<file path="src/rtl/control_unit_pkg.sv">
// control_unit_pkg: shared ISA indices, opcodes, FSM states and branch helper for the softcore sequencer.
package control_unit_pkg;
  localparam int ISA_ADD = 0;
  localparam int ISA_ADDI = 1;
  localparam int ISA_SH = 2;
  localparam int ISA_SHI = 3;
  localparam int ISA_NOT = 4;
  localparam int ISA_AND = 5;
  localparam int ISA_OR = 6;
  localparam int ISA_XOR = 7;
  localparam int ISA_INSTRUCTION_COUNT = 8;
  localparam int ALU_FLAG_EQ = 0;
  localparam int ALU_FLAG_GT = 1;
  localparam int ALU_FLAG_COUNT = 2;
  typedef enum logic [3:0] {
    OP_NOP, OP_ADD, OP_ADDI, OP_SH, OP_SHI, OP_NOT, OP_AND, OP_OR,
    OP_XOR, OP_LD, OP_ST, OP_BEQ, OP_BGT, OP_JMP, OP_CMP, OP_HALT
  } opcode_t;
  typedef enum logic [2:0] {S_RESET, S_FETCH, S_DECODE, S_EXEC, S_HALT} state_t;
  function automatic logic branch_taken(input opcode_t op, input logic [ALU_FLAG_COUNT-1:0] f);
    return op == OP_JMP || (op == OP_BEQ && f[ALU_FLAG_EQ]) || (op == OP_BGT && f[ALU_FLAG_GT]);
  endfunction
endpackage

</file>
<file path="src/rtl/control_unit_if.sv">
// control_unit_if: instruction-memory fetch handshake plus the ALU control/flag bundle.
interface control_unit_if #(
  parameter int BIT_COUNT = 8,
  parameter int IMM_WIDTH = 4
);
  import control_unit_pkg::*;
  logic [BIT_COUNT-1:0] imem_addr;
  logic imem_req;
  logic imem_ack;
  logic [BIT_COUNT-1:0] imem_data;
  logic [ALU_FLAG_COUNT-1:0] alu_flags;
  logic [ISA_INSTRUCTION_COUNT-1:0] instruction_en;
  logic [IMM_WIDTH-1:0] imm;
  logic acc_we;
  logic reg_we;
  logic halted;
  modport master (
    output imem_addr, imem_req, instruction_en, imm, acc_we, reg_we, halted,
    input imem_ack, imem_data, alu_flags
  );
  modport slave (
    input imem_addr, imem_req, instruction_en, imm, acc_we, reg_we, halted,
    output imem_ack, imem_data, alu_flags
  );
endinterface

</file>
<file path="src/rtl/control_unit_instr_decoder.sv">
// instr_decoder: opcode to one-hot ALU enable and instruction class flags.
module instr_decoder
  import control_unit_pkg::*;
(
  input  opcode_t op,
  output logic [ISA_INSTRUCTION_COUNT-1:0] en,
  output logic is_alu,
  output logic is_ld,
  output logic is_st,
  output logic is_branch,
  output logic is_cmp,
  output logic is_halt
);
  always_comb begin
    is_alu = op inside {[OP_ADD:OP_XOR]};
    is_ld = op == OP_LD;
    is_st = op == OP_ST;
    is_branch = op inside {OP_BEQ, OP_BGT, OP_JMP};
    is_cmp = op == OP_CMP;
    is_halt = op == OP_HALT;
    en = '0;
    en[ISA_ADD] = op == OP_ADD;
    en[ISA_ADDI] = op == OP_ADDI;
    en[ISA_SH] = op == OP_SH;
    en[ISA_SHI] = op == OP_SHI;
    en[ISA_NOT] = op == OP_NOT;
    en[ISA_AND] = op == OP_AND;
    en[ISA_OR] = op == OP_OR;
    // CMP is an XOR whose result is discarded; only its flags matter
    en[ISA_XOR] = op == OP_XOR || op == OP_CMP;
  end
endmodule

</file>
<file path="src/rtl/control_unit.sv">
// control_unit: fetch/decode/exec sequencer owning PC, IR and the captured ALU flags.
module control_unit
  import control_unit_pkg::*;
#(
  parameter int BIT_COUNT = 8,
  parameter int IMM_WIDTH = 4
) (
  input logic clk,
  input logic rst_n,
  control_unit_if.master bus
);
  state_t state;
  logic [BIT_COUNT-1:0] pc, ir, pc_inc, pc_rel;
  logic [ALU_FLAG_COUNT-1:0] flags_q;
  opcode_t op;
  logic [ISA_INSTRUCTION_COUNT-1:0] dec_en;
  logic is_alu, is_ld, is_st, is_branch, is_cmp, is_halt;
  assign op = opcode_t'(ir[BIT_COUNT-1 -: $bits(opcode_t)]);
  assign pc_inc = pc + BIT_COUNT'(1);
  assign pc_rel = pc_inc + BIT_COUNT'($signed(ir[IMM_WIDTH-1:0]));
  assign bus.imem_addr = pc;
  assign bus.imm = ir[IMM_WIDTH-1:0];
  instr_decoder u_dec (
    .op(op), .en(dec_en), .is_alu(is_alu), .is_ld(is_ld), .is_st(is_st),
    .is_branch(is_branch), .is_cmp(is_cmp), .is_halt(is_halt)
  );
  always_ff @(posedge clk or negedge rst_n)
    if (!rst_n) begin
      state <= S_RESET;
      pc <= '0;
      ir <= '0;
      flags_q <= '0;
      bus.imem_req <= 1'b0;
      bus.instruction_en <= '0;
      bus.acc_we <= 1'b0;
      bus.reg_we <= 1'b0;
      bus.halted <= 1'b0;
    end else begin
      bus.instruction_en <= '0;
      bus.acc_we <= 1'b0;
      bus.reg_we <= 1'b0;
      case (state)
        S_RESET: begin
          state <= S_FETCH;
          bus.imem_req <= 1'b1;
        end
        S_FETCH: if (bus.imem_ack) begin
          ir <= bus.imem_data;
          bus.imem_req <= 1'b0;
          state <= S_DECODE;
        end
        S_DECODE: begin
          bus.instruction_en <= dec_en;
          bus.acc_we <= is_alu | is_ld;
          bus.reg_we <= is_st;
          state <= S_EXEC;
        end
        S_EXEC: begin
          if (is_cmp || op == OP_XOR) flags_q <= bus.alu_flags;
          pc <= is_halt ? pc : (is_branch && branch_taken(op, flags_q)) ? pc_rel : pc_inc;
          bus.imem_req <= !is_halt;
          bus.halted <= is_halt;
          state <= is_halt ? S_HALT : S_FETCH;
        end
        default: ;
      endcase
    end
endmodule

</file>
<file path="src/flat_wrapper.sv">
// flat-port wrapper written by rule: the top's interface ports become plain ports
module control_unit_flat import control_unit_pkg::*;
#(
  parameter int BIT_COUNT = 8,
  parameter int IMM_WIDTH = 4
)
  (clk, rst_n, bus_imem_addr, bus_imem_req, bus_instruction_en, bus_imm, bus_acc_we, bus_reg_we, bus_halted, bus_imem_ack, bus_imem_data, bus_alu_flags);
  control_unit_if #(.BIT_COUNT(BIT_COUNT), .IMM_WIDTH(IMM_WIDTH)) bus_i ();
  input logic clk;
  input logic rst_n;
  output wire logic [$bits(bus_i.imem_addr)-1:0] bus_imem_addr;
  output wire logic [$bits(bus_i.imem_req)-1:0] bus_imem_req;
  output wire logic [$bits(bus_i.instruction_en)-1:0] bus_instruction_en;
  output wire logic [$bits(bus_i.imm)-1:0] bus_imm;
  output wire logic [$bits(bus_i.acc_we)-1:0] bus_acc_we;
  output wire logic [$bits(bus_i.reg_we)-1:0] bus_reg_we;
  output wire logic [$bits(bus_i.halted)-1:0] bus_halted;
  input wire logic [$bits(bus_i.imem_ack)-1:0] bus_imem_ack;
  input wire logic [$bits(bus_i.imem_data)-1:0] bus_imem_data;
  input wire logic [$bits(bus_i.alu_flags)-1:0] bus_alu_flags;
  assign bus_imem_addr = bus_i.imem_addr;
  assign bus_imem_req = bus_i.imem_req;
  assign bus_instruction_en = bus_i.instruction_en;
  assign bus_imm = bus_i.imm;
  assign bus_acc_we = bus_i.acc_we;
  assign bus_reg_we = bus_i.reg_we;
  assign bus_halted = bus_i.halted;
  assign bus_i.imem_ack = bus_imem_ack;
  assign bus_i.imem_data = bus_imem_data;
  assign bus_i.alu_flags = bus_alu_flags;
  control_unit #(.BIT_COUNT(BIT_COUNT), .IMM_WIDTH(IMM_WIDTH)) u_core (.clk(clk), .rst_n(rst_n), .bus(bus_i));
endmodule
</file>
<file path="config.mk">
export PLATFORM = sky130hd
export DESIGN_NAME = control_unit_flat
export DESIGN_NICKNAME = d
export VERILOG_FILES = /design/src/rtl/control_unit_pkg.sv /design/src/rtl/control_unit_if.sv /design/src/rtl/control_unit_instr_decoder.sv /design/src/rtl/control_unit.sv /design/src/flat_wrapper.sv
export SDC_FILE = /design/constraint.sdc
export NUM_CORES = 1
export LEC_CHECK = 0
export ABC_AREA = 1
export CAP_MARGIN = 20
export CORE_MARGIN = 2
export CORE_UTILIZATION = 40
export CTS_CLUSTER_SIZE = 28
export DETAILED_ROUTE_END_ITERATION = 8
export PLACE_DENSITY_LB_ADDON = 0.3
export SETUP_SLACK_MARGIN = 0.2
export SYNTH_ARGS = -nofsm -noshare
export SYNTH_HDL_FRONTEND = slang
export SYNTH_SLANG_ARGS = --single-unit
</file>
<file path="constraint.sdc">
create_clock -name clk -period 5.9 [get_ports clk]
set_input_delay 1.77 -clock clk [delete_from_list [all_inputs] [get_ports clk]]
set_output_delay 1.77 -clock clk [all_outputs]
set_load 0.005 [all_outputs]
</file>
==> results.yml <==
global_route:
  met1_usage_pct: 22.9
  use_met3_pct: 4.56
  grt_antenna_before_repair: 0
  grt_pass1_vias: 1435
  grt_first_pass_wirelength_um: 6620
  overflow: 0
  grt_max_degree: 34
  globalRouteMet2Util_pct: 24.3
  track_usage_pct: 16.5
  gr-max-usage-layer: "met2"
clock_network:
  cts_tree: "done"
  post_cts_resized: 0
  hold_buffers: 0
  cts_setup_buffers: 0
  clock_latency_ns: 0.29
  cts_made_buffers: 5
  clk_pin_slew_worst_paths_ns: 0.08
  htree_levels: 2
  cts.path.max_buffers: 2
  cts_sinks: 33
  ctsRootBufferMaster: "clkbuf_8"
floorplanning:
  dieArea_um2: 5270
  start_util_pct: 42.4
  rows: 24
  core_area_um2: 4440
  ios: 37
  die_width_um: 72.6
  die_h_um: 72.6
sta:
  hold_slack_ns: 0.505
  setup_tns_ns: 0
  max_clock_freq_mhz: 319
  worst_slack_ns: 2.77
  fin_crit_ns: 3.13
  fin_crit_sh_pct: 53.1
  setup-violations-final: 0
  clock_skew_ns: 0.00545
  max_slew_margin_pct: 72.3
  maxSlewViolCount: 0
  rsz0062_at_grt: "no"
  hold_viol: 0
  worst_pin_slew_ns: 0.415
critical_path:
  critical-path-max-stage-delay_ns: 0.56
  crit_chain: "clkdlybuf4s50_1"
  start_kind: "flop"
  critPathArrivalTime_ns: 1.36
  end_kind: "output pin"
  critical_path.slowest_cell: "clkdlybuf4s50_1"
  cp_data_required_time_ns: 4.13
  path_class: "reg -> out"
  crit_family: "buffers and inverters"
  crit_fanout: 8
  cp.buffers_inverters: 1
pwr:
  pwr-share-seq_pct: 45.3
  power_density_nw_per_um2: 209
  power_switching_mw: 0.0968
  p_leak_nw: 1.13
  pwr-share-clk_pct: 52.0
  intPower_mw: 0.405
  peakVddDrop_mv: 0.177
  p_comb_share_pct: 2.7
  switching_share_pct: 19.3
placement:
  gp_congestion: 0.844
  detailed_place_hpwl_um: 2890
  dp.cells: 302
  dp_slack_ns: 3.07
  io_buffer_count: 36
cells_and_area:
  syn2layout_area_growth_pct: 27.5
  fin_cells: 310
  antenna_cells: 0
  drive_gt1_share_pct: 14.0
  nets: 280
yosys:
  yosysSeqAreaShare_pct: 43.9
  yosysTopAreaCellShare_pct: 43.9
  syn_area_um2: 1880
  synthCells: 219
  synth.area.top_cells: "dfrtp_1 (44%), nand2_1 (10%), ha_1 (6.0%), a21oi_1 (4.0%), nor2_1 (4.0%)"
  synth_top_area_cell: "dfrtp_1"
  syn_area_per_cell_um2: 8.60
  synth.distinct_cells: 37
  yosys_register_bits: 33
  syn_nets: 242
  synth_edf_count: 0
  synthTopCellsByCount: "nand2_1 (51), dfrtp_1 (33), nor2_1 (20)"
  synthArstFlopShare_pct: 100
  ys_warn_count: 0
  synth-main-ff-cell: "dfrtp_1"
  synth.most_common_cell: "nand2_1"
outcome:
  run_status: "finished clean"
route:
  post_drt_wl_per_cell_um: 12.2
  routed_wl_um: 3770
  drtIter0Drc: 82
  drtAntennaViolNets: 0
  drc_errors: 0
  viasPerCell: 4.95
  first_pass_iters: 4
  vias: 1536
flow_run:
  cap_violations: 0
hold_path:
  holdCritPathClass: "reg -> reg"
==> state kept, by name, summed over array words and instances (netlist names) <==
register / count
u_core.bus.imem_addr: 8
u_core.bus.instruction_en: 8
u_core.ir: 8
u_core.state: 3
u_core.flags_q: 2
u_core.bus.acc_we: 1
u_core.bus.halted: 1
u_core.bus.imem_req: 1
u_core.bus.reg_we: 1
==> metal layers <==
layer / vias to the layer above / share of wire, %
met5: - / 0
met4: 0 / 1.9
met3: 6 / 4.5
met2: 39 / 44
met1: 703 / 49
li1: 788 / -
==> cell families after synthesis <==
| family | synth area share [%] |
|---|---|
| XOR/XNOR | 3.72 |
| buffers and inverters | 8.11 |
| AND/OR/NAND/NOR | 24.7 |
| adder cells (fa/ha/maj) | 7.04 |
| multiplexers | 1.20 |
| flip-flops | 43.9 |
| AO/OA/AOI/OAI | 11.4 |
==> power groups by stage <==
| stage | registers, mW | clock network (mW) | logic (mW) |
|---|---|---|---|
| 5_1_grt | 0.227 | 0.275 | 0.0153 |
| 3_3_place_gp | 0.232 | 0 | 0.0138 |
| 4_1_cts | 0.227 | 0.266 | 0.0141 |
| 6_report | 0.227 | 0.261 | 0.0134 |
| 3_5_place_dp | 0.232 | 0 | 0.0141 |
| 2_1_floorplan | 0.232 | 0 | 0.000531 |
==> cell type report <==
type,instances,area (um^2)
clock buffer,5,68.8
tap,52,65.1
clock inverter,3,68.8
timing repair buffer,37,368
inverter,26,100
sequential,33,826
multi-input combinational,154,905
fill,420,2040
==> layout by cell type (no fill, tap or decap), types with 2 or more instances in the layout <==
| cell | synthesis | routed |
|---|---|---|
| nand2_1 | 51 | 51 |
| o211ai_2 | 2 | 2 |
| nor2_2 | 4 | 4 |
| xnor2_1 | 3 | 3 |
| clkbuf_8 | 0 | 5 |
| inv_2 | 6 | 6 |
| ha_1 | 9 | 9 |
| nor2_1 | 20 | 20 |
| inv_1 | 18 | 18 |
| xor2_1 | 5 | 5 |
| nand3_1 | 8 | 8 |
| nor3_1 | 3 | 3 |
| dfrtp_1 | 33 | 33 |
| o21ai_1 | 6 | 6 |
| nand2_4 | 2 | 2 |
| nand2_2 | 2 | 2 |
| clkdlybuf4s50_1 | 0 | 36 |
| o21ai_0 | 2 | 2 |
| o31ai_1 | 2 | 2 |
| nand3b_1 | 2 | 2 |
| o21ai_2 | 3 | 3 |
| nand4_1 | 2 | 2 |
| a21oi_1 | 15 | 15 |
| nor2_4 | 2 | 2 |
| bufinv_16 | 0 | 2 |
==> worst register-to-register path, stage by stage, from the launching register on <==
cell     delay (ns)
dfrtp_1        0.40
ha_1           0.22
nand3_2        0.11
nor2_1         0.10
nand2_1        0.07
xnor2_1        0.19
ha_1           0.30
nand2_1        0.11
inv_1          0.05
a21oi_1        0.17
nand3_1        0.13
nand3_1        0.10
nand2_1        0.05
nand3_1        0.07
nand2_1        0.05
==> final timing paths <==
path                                    startpoint                      end  slack [ns]  cells past startpoint
max in group asynchronous                    rst_n  u_core.bus.imem_addr[7]        3.72                      2
min in group asynchronous                    rst_n        u_core.bus.acc_we        1.88                      2
hold / removal                 u_core.bus.imem_req      u_core.bus.imem_req        0.51                      2
setup / recovery                      u_core.ir[3]               bus_imm[3]        2.77                      1
setup reg to reg           u_core.bus.imem_addr[0]  u_core.bus.imem_addr[7]        3.68                     14
hold reg to reg                u_core.bus.imem_req      u_core.bus.imem_req        0.51                      2
==> per-stage QoR <==
step / power (mW) / utilization, % / area [um^2]
after floorplan: 0.232 / - / 1880
after global placement: 0.245 / 50.9 / 2260
after detailed placement: 0.246 / 50.9 / 2260
after CTS: 0.507 / 54.0 / 2400
after global routing: 0.518 / 54.0 / 2400
final: 0.501 / 54.0 / 2400
No activity file was read; power rests on OpenSTA's default activity.
